===== config.mk =====
export PLATFORM = sky130hd
export DESIGN_NAME = serial_adder
export DESIGN_NICKNAME = d
export VERILOG_FILES = /design/src/rtl/serial_adder.sv
export SDC_FILE = /design/constraint.sdc
export NUM_CORES = 1
export LEC_CHECK = 0
export CAP_MARGIN = 25
export CORE_MARGIN = 1.5
export CORE_UTILIZATION = 50
export CTS_CLUSTER_DIAMETER = 50
export DETAILED_ROUTE_END_ITERATION = 6
export PLACE_DENSITY = 0.81
export SLEW_MARGIN = 20
export SYNTH_ARGS = -nofsm -noshare
export SYNTH_HDL_FRONTEND = slang
export SYNTH_SLANG_ARGS = --single-unit
export TNS_END_PERCENT = 20

===== constraint.sdc =====
create_clock -name clk -period 3.3 [get_ports clk]
set_clock_uncertainty 0.05 [all_clocks]
set_input_delay 0.33 -clock clk [delete_from_list [all_inputs] [get_ports clk]]
set_output_delay 0.33 -clock clk [all_outputs]
set_load 0.01 [all_outputs]

===== src/rtl/serial_adder.sv =====
// Bit-serial adder: one full-adder cell iterated LSB-first over WIDTH cycles, start/busy/done handshake.
// Optional subtract mode (A - B, sa_C = no-borrow) enabled by defining SERIAL_ADDER_SUB_EN.
module serial_adder #(
  parameter int unsigned WIDTH = 8,
  parameter int unsigned CNT_W = $clog2(WIDTH + 1)
) (
  input  logic             clk,
  input  logic             rst_n,
  input  logic             sa_start,
  input  logic [WIDTH-1:0] sa_A,
  input  logic [WIDTH-1:0] sa_B,
  input  logic             sa_cin,
`ifdef SERIAL_ADDER_SUB_EN
  input  logic             sa_sub,
`endif
  output logic             sa_busy,
  output logic             sa_done,
  output logic [WIDTH-1:0] sa_S,
  output logic             sa_C
);

  localparam logic [1:0] ST_IDLE = 2'd0;
  localparam logic [1:0] ST_RUN  = 2'd1;
  localparam logic [1:0] ST_DONE = 2'd2;

  logic [1:0]       state_q, state_d;
  logic [WIDTH-1:0] a_q, a_d;
  logic [WIDTH-1:0] b_q, b_d;
  logic [WIDTH-1:0] sum_q, sum_d;
  logic             c_q, c_d;
  logic [CNT_W-1:0] cnt_q, cnt_d;
  logic [WIDTH-1:0] s_q, s_d;
  logic             co_q, co_d;

  logic             bit_s, bit_c;
  logic [WIDTH-1:0] sum_shift;
  logic [WIDTH-1:0] b_load;
  logic             c_load;

  assign bit_s = a_q[0] ^ b_q[0] ^ c_q;
  assign bit_c = (a_q[0] & b_q[0]) | (a_q[0] & c_q) | (b_q[0] & c_q);

  always_comb begin
    sum_shift            = sum_q >> 1;
    sum_shift[WIDTH-1]   = bit_s;
  end

  // Subtraction is A + ~B + 1, so only the B operand and carry-in differ.
  always_comb begin
    b_load = sa_B;
    c_load = sa_cin;
`ifdef SERIAL_ADDER_SUB_EN
    if (sa_sub) begin
      b_load = ~sa_B;
      c_load = 1'b1;
    end
`endif
  end

  always_comb begin
    state_d = state_q;
    a_d     = a_q;
    b_d     = b_q;
    sum_d   = sum_q;
    c_d     = c_q;
    cnt_d   = cnt_q;
    s_d     = s_q;
    co_d    = co_q;
    case (state_q)
      ST_IDLE: begin
        if (sa_start) begin
          a_d     = sa_A;
          b_d     = b_load;
          c_d     = c_load;
          cnt_d   = '0;
          state_d = ST_RUN;
        end
      end
      ST_RUN: begin
        a_d   = a_q >> 1;
        b_d   = b_q >> 1;
        c_d   = bit_c;
        sum_d = sum_shift;
        cnt_d = cnt_q + CNT_W'(1);
        if (cnt_q == CNT_W'(WIDTH - 1)) begin
          s_d     = sum_shift;
          co_d    = bit_c;
          state_d = ST_DONE;
        end
      end
      ST_DONE: state_d = ST_IDLE;
      default: state_d = ST_IDLE;
    endcase
  end

  always_ff @(posedge clk or negedge rst_n) begin
    if (!rst_n) begin
      state_q <= ST_IDLE;
      a_q     <= '0;
      b_q     <= '0;
      sum_q   <= '0;
      c_q     <= 1'b0;
      cnt_q   <= '0;
      s_q     <= '0;
      co_q    <= 1'b0;
    end else begin
      state_q <= state_d;
      a_q     <= a_d;
      b_q     <= b_d;
      sum_q   <= sum_d;
      c_q     <= c_d;
      cnt_q   <= cnt_d;
      s_q     <= s_d;
      co_q    <= co_d;
    end
  end

  assign sa_busy = (state_q != ST_IDLE);
  assign sa_done = (state_q == ST_DONE);
  assign sa_S    = s_q;
  assign sa_C    = co_q;

endmodule

# [After elaboration in Yosys (flattened, before gate mapping)]
# Index checks and enable logic that the tools add are counted.
[op_classes] reduce_logical=6 n_addsub=1 bitwise_logic=7 eq_ne=5 muxes=11
[op_table] cell="$pmux W8 S2" count=2
[op_table] cell="$mux W8" count=2
[op_table] cell="$pmux W4 S2" count=1
[op_table] cell="$reduce_and A2 Y1" count=3
[op_table] cell="$add A4 B1 Y4 const B" count=1
[op_table] cell="$eq A4 B3 Y1 const B" count=1
[op_table] cell="$mux W2" count=2
[op_table] cell="$mux W4" count=1
[op_table] cell="$ne A2 B2 Y1 const B" count=2
[op_table] cell="$pmux W2 S2" count=1
[op_table] cell="$reduce_bool A2 Y1" count=2
[op_table] cell="$and A1 B1 Y1" count=3
[op_table] cell="$eq A2 B1 Y1 const B" count=1
[op_table] cell="$eq A2 B2 Y1 const B" count=1
[op_table] cell="$logic_not A2 Y1" count=1
[op_table] cell="$or A1 B1 Y1" count=2
[op_table] cell="$pmux W1 S2" count=1
[op_table] cell="$xor A1 B1 Y1" count=2
[op_table] cell="$mux W1" count=1
[word_totals] regBits=40 wordCells=38

# [Depth between registers and ports, before layout]
[logic_depth] depth_word=4 mapped_depth=5 ltp_nobuf=4

# [Least setup slack after synthesis]
# Ideal clock, no wire load.
[synth_timing] kind="register to register" start="register state_q[1]" end="register co_q, in the netlist sa_C" stages_incl_launch_ff=5 arrival_time_ps=1401 setup_time_ps=125 slack_ps=1724 path_cell_list="dfrtp_1 nand2b_1 buf_2 nor3_4 mux2_2"
[synth_via] elab_chain_len=2
[synth_rtl] item="start, declared" line_no="26" source="logic [1:0] state_q, state_d;"
[synth_rtl] item="start signal, assigned" line_no="107" source="state_q <= state_d;"
[synth_rtl] item="$eq A2 B1 Y1" line_no="69" source="case (state_q)"
[synth_rtl] item="$reduce_and A2 Y1 (no source line)"
[synth_rtl] item="end signal, assigned" line_no="114" source="co_q <= co_d;"
[synth_rtl] item="end, declared" line_no="33" source="logic co_q, co_d;"
# Every way passes these cells.
# A chain may end at the register's enable or synchronous reset.

# [Final worst setup path]
[layout_timing] start="register state_q[0]" end="register s_q[0], in the netlist sa_S[0]"
[layout_via] elab_chain_len=2
[layout_rtl] item="$eq A2 B1 Y1" line_no="69"
[layout_rtl] item="$reduce_and A2 Y1 (no source line)"
[layout_rtl] item="end signal, assigned" line_no="104" source="s_q <= '0;"
[layout_rtl] item="end signal, assigned" line_no="113" source="s_q <= s_d;"
[layout_rtl] item="end, declared" line_no="32" source="logic [WIDTH-1:0] s_q, s_d;"
# Every way passes these cells.

==> summary.md <==
| Metric | Value |
|---|---|
| Vertical extent of the die | ~61 microns |
| Worst r2r path cells | 3 |
| Metal1 wirelength | about 1.4 mm |
| Number of cells produced by synthesis | approximately 160 |
| Nature of the critical path startpoint | register |
| Detail Route met2 WL | 1.767 mm |
| Routed vias | 1,303 |
| Layout area overhead | 21.65% |
| Wire length of the first global-routing pass | around 5.7 mm |
| Worst voltage drop across the vdd grid | approximately 350 uV |
| Required time at the worst-slack endpoint | 3.48 ns |
| Buffer depth of the longest clock path | 2 |
| Capturing point of the worst reg2reg path | sa_S[0] |
| Result of the run | completed |
| Count of unique library cells instantiated by Yosys | 22 |
| Sum of routed wire length over all layers | 3.383 mm |
| Count of TritonRoute iterations in the first routing pass | 4 |
| Count of synthesis-stage warnings from yosys | 0 |
| Transition time at the pin with the least slew margin | 0.8505 ns |
| Max capacitance violation total | 0 |
| Residual DRC count | 0 |
| Clock input transition at the sequential cells of the worst setup and hold paths | 0.11 ns |
| Placeable core region | 0.003311 sq mm |
| Category of the critical setup timing path | register to register |
| CTS tree | built |
| Largest cells by area after synthesis | sky130_fd_sc_hd__dfrtp_1 57%, sky130_fd_sc_hd__nand2_1 7.0%, sky130_fd_sc_hd__a22oi_1 6.6%, sky130_fd_sc_hd__mux2_2 5.9%, sky130_fd_sc_hd__o21ai_0 5.3% |
| Share of final-layout standard cells stronger than drive strength 1 | 0.09896 |
| Capturing element type of the critical path | register |
| Area of the die | 0.003780 sq mm |
| Number of max-slew violations in the final report | 0 |
| IO Port Bufs | 30 |
| Antenna violations before repair | 0 |
| Worst hold margin | 0.03732 ns |
| Mapped cell area | 0.001710 sq mm |
| Cell Rows | 21 |
| Standby leakage power | 0.9038 nW |
| WL/cell | between 10 and 15 microns |
| Setup repair after global routing missed its margin | no |
| CP arrival | 2.50 ns |
| CTS root buffer | sky130_fd_sc_hd__clkbuf_4 |
| Number of setup buffers added after CTS | 0 |
| Areal power density over the cells | approximately 850 mW/mm^2 |
| CTS sink count | 39 |
| Skew-Pair Late Insertion Delay | 0.34 ns |
| Max-Slew Margin vs Limit | 0.4330 |
| # nets final | 213 |
| Startpoint of the most critical register-to-register path | state_q[0] |
| Maximum number of pins on one net before global-route repair | 40 |
| I/O Pins | 31 |
| Met3 layer wire length in the routed design | 133 microns |
| Setup slack after placement | 1.001 ns |
| Starting Density | 0.5166 |
| Finish-stage setup viols | 0 |
| Minimum clock period | about 2.3 ns |
| Number of fill cells | 282 |
| Flop-to-flop setup slack | 0.98 ns |
| Share of the synthesized area in the top cell type | 0.5706 |
| Highest Clock Rate | 431.5 MHz |
| Final Worst Setup Slack | 0.9827 ns |
| Final worst path period share | 0.7022 |
| Quantity of gates resized following cts | 0 |
| #FFs+latches synth | 39 |
| GRT Resource Usage Total | 0.2091 |
| Final hold vios | 0 |
| Detail Placement HPWL | around 2.3 mm |
| Via/cell ratio | around 5.5 |
| Sequential-to-total area share from yosys stat | 0.5706 |
| Htree depth | 2 |
| Antenna diode count | 0 |
| Final global-route overflow total | 0 |
| Biggest area consumer among synthesized cells | sky130_fd_sc_hd__dfrtp_1 |
| Via count of the first global-routing pass | 1,275 |
| Min-delay worst type | input port to asynchronous set/reset pin |
| Number of DRC violations after detailed-routing iteration 0 | 56 |
| Post-CTS Hold Buffers | 0 |
| Antenna Nets Post-Route | 0 |
| Clock buffer count from CTS | 5 |
| Highest routed layer | met4 |
| Nets in the synthesized netlist | 185 |
| Largest fanout of any net on the critical path | 25 |
| Routability congestion estimate | 0.7624 |
| Width of the die | 61.49 microns |
| Summed negative setup slack over all endpoints | 0 ns |
| Average cell area after synthesis | 10.49 sq um |
worst max-delay path by stage:
stage,slack [ns],start,endpoint,cells past startpoint
2_1_floorplan,1.72,state_q[1],sa_C,4
3_3_place_gp,1.02,state_q[0],sa_C,3
3_5_place_dp,1.00,state_q[0],sa_S[0],3
4_1_cts,0.97,state_q[0],sa_S[0],3
5_1_grt,0.77,state_q[0],sa_S[7],3
6_report,0.98,state_q[0],sa_S[0],3
report_power, final:
part | internal (mW) | switching [mW]
Clock | 0.0831 | 0.149
Sequential | 0.674 | 0.186
Combinational | 0.342 | 0.325
sequential cells by signal, summed over array words and instances, names as in the netlist:
name,count
a_q,8
b_q,8
c_q,1
cnt_q,4
sa_C,1
sa_S,8
state_q,2
sum_q,7
cells by family after synthesis:
group,count (synthesis),share of synthesized area
AO/OA/AOI/OAI,48,0.1712
AND/OR/NAND/NOR,53,0.1485
multiplexers,10,0.06511
buffers and inverters,11,0.02560
flip-flops,39,0.5706
adder cells (fa/ha/maj),2,0.01902
layer usage:
metal,track usage,vias to the layer above
li1,-,622
met3,0.04412,8
met4,0.1033,0
met1,0.2582,643
met2,0.3474,30
met5,0,-
cells in the mapped netlist:
library cell,n
sky130_fd_sc_hd__a21oi_1,11
sky130_fd_sc_hd__a22o_1,1
sky130_fd_sc_hd__a22oi_1,15
sky130_fd_sc_hd__a32o_1,1
sky130_fd_sc_hd__buf_2,2
sky130_fd_sc_hd__clkbuf_1,8
sky130_fd_sc_hd__dfrtp_1,39
sky130_fd_sc_hd__fa_1,1
sky130_fd_sc_hd__ha_1,1
sky130_fd_sc_hd__inv_1,1
sky130_fd_sc_hd__mux2_2,9
sky130_fd_sc_hd__mux2i_1,1
sky130_fd_sc_hd__nand2_1,32
sky130_fd_sc_hd__nand2b_1,1
sky130_fd_sc_hd__nand3_1,2
sky130_fd_sc_hd__nor2_1,2
sky130_fd_sc_hd__nor2b_1,14
sky130_fd_sc_hd__nor3_4,1
sky130_fd_sc_hd__o21ai_0,18
sky130_fd_sc_hd__o21bai_1,1
sky130_fd_sc_hd__o311ai_0,1
sky130_fd_sc_hd__or2_2,1
area by class of cell:
cell class	instances	area (sq um)	area share
Multi-Input combinational cell	113	690.7	0.3319
Timing Repair Buffer	31	302.8	0.1455
Tap cell	46	57.56	0.02766
Sequential cell	39	975.9	0.4690
Inverter	1	3.754	0.001804
Clock inverter	1	5.005	0.002405
Clock buffer	7	45.04	0.02165
placed cells by master (no fill, tap or decap):
cell	count
sky130_fd_sc_hd__nand3_1	2
sky130_fd_sc_hd__o311ai_0	1
sky130_fd_sc_hd__clkinv_2	1
sky130_fd_sc_hd__ha_1	1
sky130_fd_sc_hd__clkbuf_4	5
sky130_fd_sc_hd__nor3_4	1
sky130_fd_sc_hd__or2_2	1
sky130_fd_sc_hd__mux2i_1	1
sky130_fd_sc_hd__a32o_1	1
sky130_fd_sc_hd__a22oi_1	15
sky130_fd_sc_hd__dfrtp_1	39
sky130_fd_sc_hd__buf_4	1
sky130_fd_sc_hd__nor2_1	2
sky130_fd_sc_hd__nand2_1	32
sky130_fd_sc_hd__nand2b_1	1
sky130_fd_sc_hd__buf_2	1
sky130_fd_sc_hd__nor2b_1	14
sky130_fd_sc_hd__o21ai_0	18
sky130_fd_sc_hd__inv_1	1
sky130_fd_sc_hd__o21bai_1	1
sky130_fd_sc_hd__fa_1	1
sky130_fd_sc_hd__a21oi_1	11
sky130_fd_sc_hd__clkbuf_1	2
sky130_fd_sc_hd__a22o_1	1
sky130_fd_sc_hd__clkdlybuf4s50_1	29
sky130_fd_sc_hd__mux2_2	9
per-stage QoR:
step,instances,area (sq um),power [mW],util
after detailed placement,230,2031,1.539,0.6134
after CTS,238,2081,1.769,0.6285
after global placement,230,2031,1.489,0.6134
after global routing,238,2081,1.911,0.6285
final,238,2081,1.759,0.6285
after floorplan,163,1710,1.274,-
critical path: stages (launching register included):
cell and delay [ns]:
sky130_fd_sc_hd__dfrtp_1 0.81, sky130_fd_sc_hd__nand2b_1 0.41, sky130_fd_sc_hd__nor3_4 0.53, sky130_fd_sc_hd__mux2_2 0.40
(Power assumes the default switching activity.)
